==> src/rtl/debug_phy_shift.sv <==
// debug_phy_shift: strobe-driven serial shift engine for the debug PHY.
// Drives SCK/SDO/SDO_OE LSB-first from WDATA and captures SDI on each rising strobe.
module debug_phy_shift #(
    parameter  int WIDTH = 32,
    localparam int LW    = $clog2(WIDTH) + 1
) (
    input  logic             i_clkin,
    input  logic             i_resetn,
    input  logic             i_rise_stb,
    input  logic             i_fall_stb,
    input  logic             i_start,
    input  logic [LW-1:0]    i_len,
    input  logic [WIDTH-1:0] i_wdata,
    input  logic             i_oe_req,
    input  logic             i_sdi,
    output logic             o_sck,
    output logic             o_sdo,
    output logic             o_sdo_oe,
    output logic             o_busy,
    output logic             o_done,
    output logic [WIDTH-1:0] o_rdata
);
    typedef enum logic [1:0] {IDLE, LOW, HIGH} state_t;

    state_t           r_state;
    logic [WIDTH-1:0] r_tx;
    logic [WIDTH-1:0] r_rx;
    logic [LW-1:0]    r_len;
    logic [LW-1:0]    r_cnt;
    logic             r_sck;
    logic             r_sdo;
    logic             r_oe;
    logic             r_busy;
    logic             r_done;
    logic [WIDTH-1:0] r_rdata;

    // Coincident strobes are an upstream fault and are treated as neither.
    logic          w_rise;
    logic          w_fall;
    logic [LW-1:0] w_len;
    logic [LW-1:0] w_shamt;

    assign w_rise  = i_rise_stb & ~i_fall_stb;
    assign w_fall  = i_fall_stb & ~i_rise_stb;
    assign w_len   = (i_len == '0) ? LW'(WIDTH) : i_len;
    assign w_shamt = LW'(WIDTH) - r_len;

    always_ff @(posedge i_clkin or negedge i_resetn) begin
        if (!i_resetn) begin
            r_state <= IDLE;
            r_tx    <= '0;
            r_rx    <= '0;
            r_len   <= '0;
            r_cnt   <= '0;
            r_sck   <= 1'b0;
            r_sdo   <= 1'b0;
            r_oe    <= 1'b0;
            r_busy  <= 1'b0;
            r_done  <= 1'b0;
            r_rdata <= '0;
        end else begin
            r_done <= 1'b0;
            case (r_state)
                IDLE: if (i_start) begin
                    r_tx    <= i_wdata;
                    r_len   <= w_len;
                    r_cnt   <= '0;
                    r_rx    <= '0;
                    r_sdo   <= i_wdata[0];
                    r_oe    <= i_oe_req;
                    r_busy  <= 1'b1;
                    r_state <= LOW;
                end
                LOW: if (w_rise) begin
                    r_sck   <= 1'b1;
                    r_rx    <= {i_sdi, r_rx[WIDTH-1:1]};
                    r_cnt   <= r_cnt + 1'b1;
                    r_state <= HIGH;
                end
                HIGH: if (w_fall) begin
                    r_sck <= 1'b0;
                    if (r_cnt == r_len) begin
                        // Captured bits sit at the top of rx; shift them down to bit 0.
                        r_rdata <= r_rx >> w_shamt;
                        r_done  <= 1'b1;
                        r_busy  <= 1'b0;
                        r_oe    <= 1'b0;
                        r_sdo   <= 1'b0;
                        r_state <= IDLE;
                    end else begin
                        r_tx    <= r_tx >> 1;
                        r_sdo   <= r_tx[1];
                        r_state <= LOW;
                    end
                end
                default: r_state <= IDLE;
            endcase
        end
    end

    assign o_sck    = r_sck;
    assign o_sdo    = r_sdo;
    assign o_sdo_oe = r_oe;
    assign o_busy   = r_busy;
    assign o_done   = r_done;
    assign o_rdata  = r_rdata;
endmodule

==> config.mk <==
export PLATFORM = sky130hd
export DESIGN_NAME = debug_phy_shift
export DESIGN_NICKNAME = d
export VERILOG_FILES = /design/src/rtl/debug_phy_shift.sv
export SDC_FILE = /design/constraint.sdc
export NUM_CORES = 1
export LEC_CHECK = 0
export CAP_MARGIN = 20
export CORE_MARGIN = 4
export CORE_UTILIZATION = 25
export DETAILED_ROUTE_END_ITERATION = 10
export GPL_ROUTABILITY_DRIVEN = 0
export PLACE_DENSITY = 0.43
export REMOVE_ABC_BUFFERS = 1
export SLEW_MARGIN = 20
export SYNTH_ARGS = -nofsm -noshare
export SYNTH_HDL_FRONTEND = slang
export SYNTH_SLANG_ARGS = --single-unit
==> constraint.sdc <==
create_clock -name i_clkin -period 3.46 [get_ports i_clkin]
set_input_delay 0.692 -clock i_clkin [delete_from_list [all_inputs] [get_ports i_clkin]]
set_output_delay 0.692 -clock i_clkin [all_outputs]
set_load 0.02 [all_outputs]
==> flow_summary.ini <==
[worst_setup_path]
slowest_stage = ha_1
setup.worst_path.end_class = flop
crit_buf_inv = 2
startpoint_type = flop
cp_top_family = multiplexers
crit_chain = inv_2, ha_1, buf_4, mux2i_1, mux2i_1, mux4_2, a32oi_1, o21ai_0
max_stage_delay_ns = 0.59
cp_data_arrival_time_ns = 3.21
path_class = reg2reg
cp_max_fo = 12
worstPathRequired_ns = 3.75
crit_top_cell = mux2i_1

[drt]
avgViaCountPerCell = 4.94
routedWlPerCell_um = 16.4
final_antenna_net_count = 0
first_pass_iters = 4
routed_wirelength_mm = 17.7
vias = 5338
drc = 0
drtIter0Drc = 304

[placed_design]
place_area_um2 = 7710
port_buffers = 81
dp_hpwl_mm = 12.6
preCtsSetupSlack_ns = 0.372

[flow_run]
maxCapViolCount = 0

[global_route]
grtUsageMet1_pct = 16.7
grt_pass1_vias = 5392
overflow = 0
met2_usage_pct = 20.3
grt_usage_pct = 12.6
grt_pass1_wl_mm = 29.3
antenna_found_initial = 0
grt_max_degree = 67
busiest_layer = met2
grt_use_met3_pct = 3.42

[clock_tree]
clk_pin_slew_ns = 0.06
cts_setup_buffers = 0
clockBufferDepth = 2
cts.htree.levels = 4
numCtsBuffers = 17
cts-hold-fix-buffers = 0
cts_sinks = 114
cts_tree = done
clkLatencyLatePin_ns = 0.42
post_cts_resized = 0
cts-root-buf = clkbuf_16

[logic_synthesis]
ys.flop_type = dfrtp_1
netlist_instances = 668
ys_types = 55
synth_area_leaders = dfrtp_1 (44%), mux4_2 (10%), nand2_1 (8.3%), o21ai_0 (4.8%), mux2_2 (3.6%)
synth_warnings = 0
async_reset_ff_share_pct = 100
ys_seq_elements = 114
synth_top_area_share_pct = 43.8
synth_area_um2 = 6520
yosys.area.top_type = dfrtp_1
syn_avg_cell_area_um2 = 9.76
yosysSeqAreaShare_pct = 43.8
synth-edff-count = 0

[sta]
skew_ns = 0.0116
setup_tns_ns = 0
relSlewSlack_pct = 28.6
setup_viol = 0
fin_crit_ns = 2.92
hold_viol_final = 0
timing.final.crit_share_pct = 84.4
tightest_slew_ns = 1.06
fin_ws_ns = 0.539
fmax_ghz = 0.342
slew_viol_final = 0
grt_setup_unrepaired = false

[die]
row_count = 58
start_util_pct = 25.7
die_y_um = 169
die_w_um = 169
coreArea_um2 = 25400
dieArea_um2 = 28700
io_pins = 82

[finish]
final_util_pct = 33.0
area_delta_synth_final_pct = 28.4
layout-drive-gt1-share_pct = 16.4
fillers = 2605
antenna_cells = 0
fin_area_um2 = 8370
nNetsFinal = 785

[power]
power_density_nw_per_um2 = 776
p_leak_nw = 3.34
ir_worst_vdd_mv = 0.422
total_power_mw = 6.50

[min_path]
hold_path_class = in2async

[status]
status = finished clean
synthesized netlist by cell type, types with 2 or more instances:
library cell / instances
a21o_1: 3
nand2b_1: 3
buf_6: 5
a32oi_1: 10
nand4_1: 3
o221ai_1: 5
nor4bb_1: 2
o21ai_0: 63
buf_4: 3
a32o_1: 5
mux2i_1: 22
xnor2_1: 5
nor2b_1: 3
a31oi_1: 31
dfrtp_1: 114
and2_1: 2
mux4_2: 29
inv_1: 9
nor3_1: 2
a21oi_1: 11
nor3b_1: 2
nand3_1: 17
mux2_2: 21
and3_1: 2
o211ai_1: 11
xor2_1: 10
nor2_1: 45
clkbuf_1: 34
buf_2: 13
ha_1: 2
nand2_1: 144
a22o_1: 14
worst paths after layout:
| check | end | slack (ns) | from | depth (start not counted) |
|---|---|---|---|---|
| worst max-delay path | o_rdata[1] | 0.54 | r_len[0] | 8 |
| worst min-delay path | r_tx[29] | 0.37 | i_resetn | 1 |
| worst max register to register | o_rdata[1] | 0.54 | r_len[0] | 8 |
| worst min register to register | r_rx[0] | 0.48 | r_rx[0] | 2 |
| max in group asynchronous | o_done | 2.39 | i_resetn | 2 |
| min in group i_clkin | r_rx[0] | 0.48 | r_rx[0] | 2 |
registers in the layout, summed over array words and instances, names as in the netlist:
signal and flops:
o_sck 1, r_tx 31, o_rdata 32, o_done 1, o_busy 1, r_state 2
r_rx 32, r_cnt 6, o_sdo_oe 1, o_sdo 1, r_len 6
kinds of logic after synthesis:
| group | share of synthesized area, % |
|---|---|
| AND/OR/NAND/NOR | 16.0 |
| AO/OA/AOI/OAI | 16.1 |
| flip-flops | 43.8 |
| multiplexers | 17.0 |
| buffers and inverters | 4.74 |
| XOR/XNOR | 2.01 |
| adder cells (fa/ha/maj) | 0.384 |
through the flow:
step	hold WS (ns)	cells
floorplan	0.396	613
global placement	0.471	1048
detailed placement	0.478	1048
CTS	0.407	1080
global route	0.439	1081
finish	0.367	1081
layout make-up:
class                      instances  area [um2]  area share [%]
multi-input combinational        489        3390            40.5
clock buffer                      18         439            5.25
timing repair buffer             106        1030            12.3
inverter                          10        37.5           0.448
clock inverter                    14         203            2.42
tap                              330         413            4.93
sequential                       114        2850            34.1
cell usage in the layout, fill, tap and decap left out, types with 9 or more instances in the layout:
master and n:
mux2i_1 22, nand2_1 144, o211ai_1 11, nor2_1 44, xor2_1 9, buf_4 23
clkbuf_16 17, mux4_2 29, a21oi_1 11, nand3_1 17, dfrtp_1 113, o21ai_0 63
a32oi_1 10, a31oi_1 30, mux2_2 21, inv_1 9, a22o_1 14, clkdlybuf4s50_1 80
routing by layer:
layer / part of all wire (%) / up-vias
met5: 0 / -
met1: 46 / 2611
met3: 5.1 / 19
met4: 1.8 / 0
met2: 47 / 136
li1: - / 2572
power breakdown:
part	leakage [nW]	switching, mW	internal (mW)
registers	1.47	0.263	1.61
logic	1.56	1.62	1.09
clock network	0.311	0.681	1.23
total	3.34	2.56	3.93
worst reg2reg max path, cell delays in order (launching register included):
cell and delay (ns):
dfrtp_2 0.45, inv_2 0.14, ha_1 0.59, buf_4 0.26
mux2i_1 0.30, mux2i_1 0.19, mux4_2 0.54, a32oi_1 0.22
o21ai_0 0.10
No activity file was read; power rests on OpenSTA's default activity.
